--- src/rtl/dmem_ctrl_if.sv ---
// dmem_ctrl_if: one requester's request/response channel into the data-memory controller.
interface dmem_ctrl_if #(
  parameter int ADDR_W = 32
);
  logic              req_valid;
  logic              req_ready;
  logic [ADDR_W-1:0] req_addr;
  logic              req_we;
  logic [1:0]        req_size;
  logic              req_unsigned;
  logic [31:0]       req_wdata;
  logic              rsp_valid;
  logic              rsp_ready;
  logic [31:0]       rsp_rdata;
  logic              rsp_err;

  modport master (
    output req_valid, req_addr, req_we, req_size, req_unsigned, req_wdata, rsp_ready,
    input  req_ready, rsp_valid, rsp_rdata, rsp_err
  );

  modport slave (
    input  req_valid, req_addr, req_we, req_size, req_unsigned, req_wdata, rsp_ready,
    output req_ready, rsp_valid, rsp_rdata, rsp_err
  );
endinterface

--- src/rtl/dmem_ctrl.sv ---
// dmem_ctrl: two-port arbiter turning byte/half/word requests into aligned accesses on a 1-cycle memory.
// Define DMEM_CTRL_RR_EN for round-robin arbitration; otherwise port C has fixed priority over D.
module dmem_ctrl #(
  parameter int MEM_WORDS = 1024,
  parameter int ADDR_W    = 32
) (
  input  logic        clk,
  input  logic        rst_n,
  dmem_ctrl_if.slave  c_if,
  dmem_ctrl_if.slave  d_if,
  output logic [31:0] mem_addr,
  output logic [31:0] mem_din,
  output logic [3:0]  mem_we,
  input  logic [31:0] mem_dout
);
  localparam logic [ADDR_W:0] ADDR_LIMIT = (ADDR_W+1)'(4 * MEM_WORDS);

  typedef enum logic [1:0] {
    IDLE = 2'd0,
    MEM  = 2'd1,
    RSP  = 2'd2
  } state_t;

  state_t            r_state;
  state_t            w_nextState;

  logic              r_grantD;
  logic              r_we;
  logic              r_unsigned;
  logic              r_err;
  logic [1:0]        r_size;
  logic [ADDR_W-1:0] r_addr;
  logic [31:0]       r_wdata;

  logic              w_anyValid;
  logic              w_pickD;
  logic              w_accept;
  logic              w_selErr;
  logic              w_rspReady;
  logic [ADDR_W-1:0] w_selAddr;
  logic [1:0]        w_selSize;
  logic [31:0]       w_wordAddr;
  logic [31:0]       w_din;
  logic [31:0]       w_loadData;
  logic [31:0]       w_rspData;
  logic [3:0]        w_be;
  logic [7:0]        w_byte;
  logic [15:0]       w_half;

  assign w_anyValid = c_if.req_valid | d_if.req_valid;

`ifdef DMEM_CTRL_RR_EN
  logic r_lastD;

  // Last-grant starts at D so that C wins the first tie.
  assign w_pickD = d_if.req_valid & (~c_if.req_valid | ~r_lastD);

  always_ff @(posedge clk or negedge rst_n) begin
    if (!rst_n) begin
      r_lastD <= 1'b1;
    end else if (w_accept) begin
      r_lastD <= w_pickD;
    end
  end
`else
  assign w_pickD = d_if.req_valid & ~c_if.req_valid;
`endif

  assign w_accept  = rst_n & (r_state == IDLE) & w_anyValid;
  assign w_selAddr = w_pickD ? d_if.req_addr : c_if.req_addr;
  assign w_selSize = w_pickD ? d_if.req_size : c_if.req_size;
  assign w_selErr  = (w_selSize == 2'b11)
                   | ((w_selSize == 2'b01) & w_selAddr[0])
                   | ((w_selSize == 2'b10) & (w_selAddr[1:0] != 2'b00))
                   | ({1'b0, w_selAddr} >= ADDR_LIMIT);

  always_ff @(posedge clk or negedge rst_n) begin
    if (!rst_n) begin
      r_grantD   <= 1'b0;
      r_we       <= 1'b0;
      r_unsigned <= 1'b0;
      r_err      <= 1'b0;
      r_size     <= 2'b00;
      r_addr     <= '0;
      r_wdata    <= 32'h0;
    end else if (w_accept) begin
      r_grantD   <= w_pickD;
      r_we       <= w_pickD ? d_if.req_we       : c_if.req_we;
      r_unsigned <= w_pickD ? d_if.req_unsigned : c_if.req_unsigned;
      r_wdata    <= w_pickD ? d_if.req_wdata    : c_if.req_wdata;
      r_err      <= w_selErr;
      r_size     <= w_selSize;
      r_addr     <= w_selAddr;
    end
  end

  always_ff @(posedge clk or negedge rst_n) begin
    if (!rst_n) begin
      r_state <= IDLE;
    end else begin
      r_state <= w_nextState;
    end
  end

  assign w_rspReady = r_grantD ? d_if.rsp_ready : c_if.rsp_ready;

  always_comb begin
    w_nextState = r_state;
    case (r_state)
      IDLE:    if (w_accept) w_nextState = MEM;
      MEM:     w_nextState = RSP;
      RSP:     if (w_rspReady) w_nextState = IDLE;
      default: w_nextState = IDLE;
    endcase
  end

  assign w_wordAddr = 32'({r_addr[ADDR_W-1:2], 2'b00});
  assign w_byte     = mem_dout[8*r_addr[1:0] +: 8];
  assign w_half     = r_addr[1] ? mem_dout[31:16] : mem_dout[15:0];

  always_comb begin
    w_be       = 4'b0000;
    w_din      = r_wdata;
    w_loadData = mem_dout;
    case (r_size)
      2'b00: begin
        w_be       = 4'b0001 << r_addr[1:0];
        w_din      = {4{r_wdata[7:0]}};
        w_loadData = r_unsigned ? {24'h0, w_byte} : {{24{w_byte[7]}}, w_byte};
      end
      2'b01: begin
        w_be       = r_addr[1] ? 4'b1100 : 4'b0011;
        w_din      = {2{r_wdata[15:0]}};
        w_loadData = r_unsigned ? {16'h0, w_half} : {{16{w_half[15]}}, w_half};
      end
      2'b10: begin
        w_be = 4'b1111;
      end
      default: begin
        w_be = 4'b0000;
      end
    endcase
  end

  assign w_rspData = (r_we | r_err) ? 32'h0 : w_loadData;

  // Memory-side signals exist only in MEM/RSP so reset and IDLE present an all-zero bus.
  always_comb begin
    c_if.req_ready = 1'b0;
    c_if.rsp_valid = 1'b0;
    c_if.rsp_rdata = 32'h0;
    c_if.rsp_err   = 1'b0;
    d_if.req_ready = 1'b0;
    d_if.rsp_valid = 1'b0;
    d_if.rsp_rdata = 32'h0;
    d_if.rsp_err   = 1'b0;
    mem_addr       = 32'h0;
    mem_din        = 32'h0;
    mem_we         = 4'b0000;
    case (r_state)
      IDLE: begin
        c_if.req_ready = w_accept & ~w_pickD;
        d_if.req_ready = w_accept & w_pickD;
      end
      MEM: begin
        mem_addr = w_wordAddr;
        mem_din  = w_din;
        mem_we   = (r_we & ~r_err) ? w_be : 4'b0000;
      end
      RSP: begin
        mem_addr = w_wordAddr;
        if (r_grantD) begin
          d_if.rsp_valid = 1'b1;
          d_if.rsp_rdata = w_rspData;
          d_if.rsp_err   = r_err;
        end else begin
          c_if.rsp_valid = 1'b1;
          c_if.rsp_rdata = w_rspData;
          c_if.rsp_err   = r_err;
        end
      end
      default: begin
        mem_addr = 32'h0;
      end
    endcase
  end
endmodule

--- src/flat_wrapper.sv ---
// flat-port wrapper written by rule: the top's interface ports become plain ports
module dmem_ctrl_flat 
#(
  parameter int MEM_WORDS = 1024,
  parameter int ADDR_W    = 32
)
  (clk, rst_n, mem_addr, mem_din, mem_we, mem_dout, c_if_req_valid, c_if_req_addr, c_if_req_we, c_if_req_size, c_if_req_unsigned, c_if_req_wdata, c_if_rsp_ready, c_if_req_ready, c_if_rsp_valid, c_if_rsp_rdata, c_if_rsp_err, d_if_req_valid, d_if_req_addr, d_if_req_we, d_if_req_size, d_if_req_unsigned, d_if_req_wdata, d_if_rsp_ready, d_if_req_ready, d_if_rsp_valid, d_if_rsp_rdata, d_if_rsp_err);
  dmem_ctrl_if #(.ADDR_W(ADDR_W)) c_if_i ();
  dmem_ctrl_if #(.ADDR_W(ADDR_W)) d_if_i ();
  input  logic clk;
  input  logic rst_n;
  output logic [31:0] mem_addr;
  output logic [31:0] mem_din;
  output logic [3:0] mem_we;
  input  logic [31:0] mem_dout;
  input wire logic [$bits(c_if_i.req_valid)-1:0] c_if_req_valid;
  input wire logic [$bits(c_if_i.req_addr)-1:0] c_if_req_addr;
  input wire logic [$bits(c_if_i.req_we)-1:0] c_if_req_we;
  input wire logic [$bits(c_if_i.req_size)-1:0] c_if_req_size;
  input wire logic [$bits(c_if_i.req_unsigned)-1:0] c_if_req_unsigned;
  input wire logic [$bits(c_if_i.req_wdata)-1:0] c_if_req_wdata;
  input wire logic [$bits(c_if_i.rsp_ready)-1:0] c_if_rsp_ready;
  output wire logic [$bits(c_if_i.req_ready)-1:0] c_if_req_ready;
  output wire logic [$bits(c_if_i.rsp_valid)-1:0] c_if_rsp_valid;
  output wire logic [$bits(c_if_i.rsp_rdata)-1:0] c_if_rsp_rdata;
  output wire logic [$bits(c_if_i.rsp_err)-1:0] c_if_rsp_err;
  input wire logic [$bits(d_if_i.req_valid)-1:0] d_if_req_valid;
  input wire logic [$bits(d_if_i.req_addr)-1:0] d_if_req_addr;
  input wire logic [$bits(d_if_i.req_we)-1:0] d_if_req_we;
  input wire logic [$bits(d_if_i.req_size)-1:0] d_if_req_size;
  input wire logic [$bits(d_if_i.req_unsigned)-1:0] d_if_req_unsigned;
  input wire logic [$bits(d_if_i.req_wdata)-1:0] d_if_req_wdata;
  input wire logic [$bits(d_if_i.rsp_ready)-1:0] d_if_rsp_ready;
  output wire logic [$bits(d_if_i.req_ready)-1:0] d_if_req_ready;
  output wire logic [$bits(d_if_i.rsp_valid)-1:0] d_if_rsp_valid;
  output wire logic [$bits(d_if_i.rsp_rdata)-1:0] d_if_rsp_rdata;
  output wire logic [$bits(d_if_i.rsp_err)-1:0] d_if_rsp_err;
  assign c_if_i.req_valid = c_if_req_valid;
  assign c_if_i.req_addr = c_if_req_addr;
  assign c_if_i.req_we = c_if_req_we;
  assign c_if_i.req_size = c_if_req_size;
  assign c_if_i.req_unsigned = c_if_req_unsigned;
  assign c_if_i.req_wdata = c_if_req_wdata;
  assign c_if_i.rsp_ready = c_if_rsp_ready;
  assign c_if_req_ready = c_if_i.req_ready;
  assign c_if_rsp_valid = c_if_i.rsp_valid;
  assign c_if_rsp_rdata = c_if_i.rsp_rdata;
  assign c_if_rsp_err = c_if_i.rsp_err;
  assign d_if_i.req_valid = d_if_req_valid;
  assign d_if_i.req_addr = d_if_req_addr;
  assign d_if_i.req_we = d_if_req_we;
  assign d_if_i.req_size = d_if_req_size;
  assign d_if_i.req_unsigned = d_if_req_unsigned;
  assign d_if_i.req_wdata = d_if_req_wdata;
  assign d_if_i.rsp_ready = d_if_rsp_ready;
  assign d_if_req_ready = d_if_i.req_ready;
  assign d_if_rsp_valid = d_if_i.rsp_valid;
  assign d_if_rsp_rdata = d_if_i.rsp_rdata;
  assign d_if_rsp_err = d_if_i.rsp_err;
  dmem_ctrl #(.MEM_WORDS(MEM_WORDS), .ADDR_W(ADDR_W)) u_core (.clk(clk), .rst_n(rst_n), .c_if(c_if_i), .d_if(d_if_i), .mem_addr(mem_addr), .mem_din(mem_din), .mem_we(mem_we), .mem_dout(mem_dout));
endmodule
--- config.mk ---
export PLATFORM = sky130hd
export DESIGN_NAME = dmem_ctrl_flat
export DESIGN_NICKNAME = d
export VERILOG_FILES = /design/src/rtl/dmem_ctrl_if.sv /design/src/rtl/dmem_ctrl.sv /design/src/flat_wrapper.sv
export SDC_FILE = /design/constraint.sdc
export NUM_CORES = 1
export LEC_CHECK = 0
export CORE_AREA = 2 2 120 122
export DETAILED_ROUTE_END_ITERATION = 12
export DIE_AREA = 0 0 122 124
export GPL_TIMING_DRIVEN = 0
export HOLD_SLACK_MARGIN = 0.02
export PLACE_DENSITY = 0.89
export SLEW_MARGIN = 20
export SYNTH_ARGS = -nofsm -noshare
export SYNTH_HDL_FRONTEND = slang
export SYNTH_SLANG_ARGS = --single-unit
--- constraint.sdc ---
create_clock -name clk -period 3.55 [get_ports clk]
set_input_delay 0.5325 -clock clk [delete_from_list [all_inputs] [get_ports clk]]
set_output_delay 0.5325 -clock clk [all_outputs]
set_load 0.02 [all_outputs]
==> results.toml <==
[clocking]
cts_setup_buffers = 0
clock_sinks = 72
cts_tree = "yes"
cts_resized = 0
clk_pin_slew_ns = 0.05
htreeDepth = 3
hold_buffers = 0
cts_max_path_buffers = 2
clk_latency_ns = 0.32
cts_buffers = 9
cts_root_buf = "clkbuf_16"

[drt]
drtIter0Drc = 357
wl_met2_um = 11260
drt-met1-wl_um = 8094
routedWlPerCell_um = 18.60
vias_per_cell = 5.349
dr.max_layer_used = "met4"
vias = 6349
ant_nets = 0
routed_wl_um = 22080
dr.pass1.iters = 5
drc = 0
wl_met3_um = 1816

[timing]
setup_viol = 0
slew_violations = 0
hold_slack_ns = 0.1596
hold_viol = 0
slew_headroom = 0.5247
worstMarginPinSlew_ns = 0.7104
min_period_over_period = 0.9517
rsz0062_at_grt = "false"
setup_tns_ns = 0
fin_crit_ns = 3.379
max_clock_freq_mhz = 296.0
final.setup.worst_slack_ns = 0.1715
skew_ns = 0.005059

[placed_design]
dp.cells = 1173
place_area_um2 = 8746
place_congestion = 0.9666
portBuffers = 309
hpwl_um = 17950
preCtsSetupSlack_ns = 0.2105

[worst_setup_path]
reg2regPathDepth = 8
rrSetupSlack_ns = 1.54
end_kind = "output pin"
worstPathArrival_ns = 2.85
critPathSlowestCell = "clkdlybuf4s50_1"
start_kind = "input pin"
r2r_end = "u_core.r_wdata[20]$_DFFE_PN0P_"
path_cells = "clkdlybuf4s50_1 -> mux4_2 -> nor3b_4 -> nor2_2 -> nor3_1 -> clkdlybuf4s50_1"
r2r_start = "u_core.r_state[1]$_DFFE_PN0P_"
required_ns = 3.02
critPathMaxFanout = 8
critical-path-top-delay-family = "buffers and inverters"
path_buf_inv = 2
slowest_delay_ns = 0.67
cp_common_cell = "clkdlybuf4s50_1"
path_class = "input pin to output pin"

[global_routing]
grt_pass1_wl_um = 32860
antenna_found_initial = 0
grt_max_degree = 42
track_usage = 0.2869
grt_pass1_vias = 6165
gr-total-overflow = 0

[yosys]
yosysWarnings = 0
ys_async_sr_fraction = 1.000
synth-seq-cells = 72
syn_inst = 682
yosysSeqAreaShare = 0.3333
synth_edf_count = 0
synth.distinct_cells = 45
synth_top_flop_cell = "dfrtp_1"
syn_area_um2 = 5406
postSynthAreaPerCell_um2 = 7.927

[cells_and_area]
final_nets = 1181
final_cell_area_um2 = 9006
area_growth_pct = 66.58
n_antenna_cell = 0
drive_above_1_share = 0.04667
fin_cells = 1187
final_core_util = 0.6565

[power_and_ir_drop]
p_leak_nw = 3.903
irDropWorstVdd_mv = 0.3467
total_power_mw = 5.601
pwr_density_cell_nw_per_um2 = 621.9

[die]
num_rows = 43
core-area_um2 = 13720
die_area_um2 = 15130
initial_core_util = 0.3941
die_h_um = 124
die_w_um = 122
ios = 312

[job]
cap_violations = 0

[run_status]
status = "finished, final reports clean"

[min_path]
hold_class = "input pin to async pin"
[cells by family (layout without fill, tap and decap cells)]
logic type	count (synthesis)	in the layout	share of synthesized area
and+or+nand+nor	308	308	0.2740
AOI/OAI and AO/OA	150	150	0.1641
muxes	88	88	0.1655
DFF	72	72	0.3333
buffers and inverters	60	384	0.05554
adders and majority gates	3	3	0.006944
other	1	2	0.0006936
[layer usage]
metal | vias to the layer above | GRT usage
li1 | 2979 | -
met1 | 2974 | 0.3178
met2 | 333 | 0.5189
met3 | 63 | 0.06136
met4 | 0 | 0.1451
met5 | - | 0
[layout make-up]
class / count / area, um^2
multi-input cells: 551 / 3312
fillers: 1139 / 4713
plain buffers: 55 / 282.8
well taps: 180 / 225.2
clock buffers: 13 / 250.2
clock inverters: 1 / 5.005
repair buffers: 310 / 3110
inverters: 5 / 18.77
flip-flops and latches: 72 / 1802
[placed cells by master (no fill, tap or decap), drive strengths merged, types with 4 or more instances in the layout]
master	n
nor2b	13
mux2i	86
nand3b	7
and3	10
nand2	137
o21ai	81
o211a	8
nor4	6
nor2	52
dfrtp	72
a211oi	7
a21oi	32
or4	4
buf	31
a21boi	8
nor3	5
clkdlybuf4s50	308
and2	43
clkbuf	39
nand2b	27
[sequential cells by signal, summed over array words and instances (netlist names)]
name	cells
u_core.r_state	2
u_core.r_size	2
u_core.r_err	1
u_core.r_we	1
u_core.r_wdata	32
u_core.r_addr	32
u_core.r_grantD	1
u_core.r_unsigned	1
[synth_stat cells (all sizes together), types with 10 or more instances]
cell type  instances  share of area
nand2            137          0.095
mux2i             86           0.16
o21ai             81          0.075
dfrtp             72           0.33
nor2              52          0.037
and2              43          0.050
a21oi             32          0.030
buf               30          0.035
nand2b            27          0.031
clkbuf            25          0.017
nor2b             13          0.015
and3              10          0.012
[worst max-delay path by stage]
| stage | cells past startpoint | slack (ns) | start | to |
|---|---|---|---|---|
| floorplan | 7 | 1.18 | u_core.r_state[0]$_DFFE_PN0P_ | c_if_rsp_rdata[23] |
| global placement | 7 | -1.77 | rst_n | u_core.r_size[1]$_DFFE_PN0P_ |
| detailed placement | 6 | 0.21 | mem_dout[15] | c_if_rsp_rdata[14] |
| CTS | 6 | 0.06 | u_core.r_addr[1]$_DFFE_PN0P_ | d_if_rsp_rdata[3] |
| global route | 6 | 0.08 | u_core.r_addr[1]$_DFFE_PN0P_ | d_if_rsp_rdata[3] |
| finish | 6 | 0.17 | mem_dout[15] | d_if_rsp_rdata[15] |
[report_power, final]
part / switching [mW] / internal [mW] / total [mW]
clock: 0.322 / 0.484 / 0.806
combinational: 1.85 / 1.39 / 3.24
sequential: 0.322 / 1.23 / 1.55
total: 2.49 / 3.11 / 5.60
[worst register-to-register path, stage by stage (launching register included)]
cell and delay, ns:
dfrtp_1 0.37, inv_1 0.08, ha_1 0.24, o211ai_1 0.21, buf_2 0.30, buf_2 0.28, buf_2 0.27, nand2_1 0.08
o21ai_0 0.10
(Power assumes the default switching activity.)
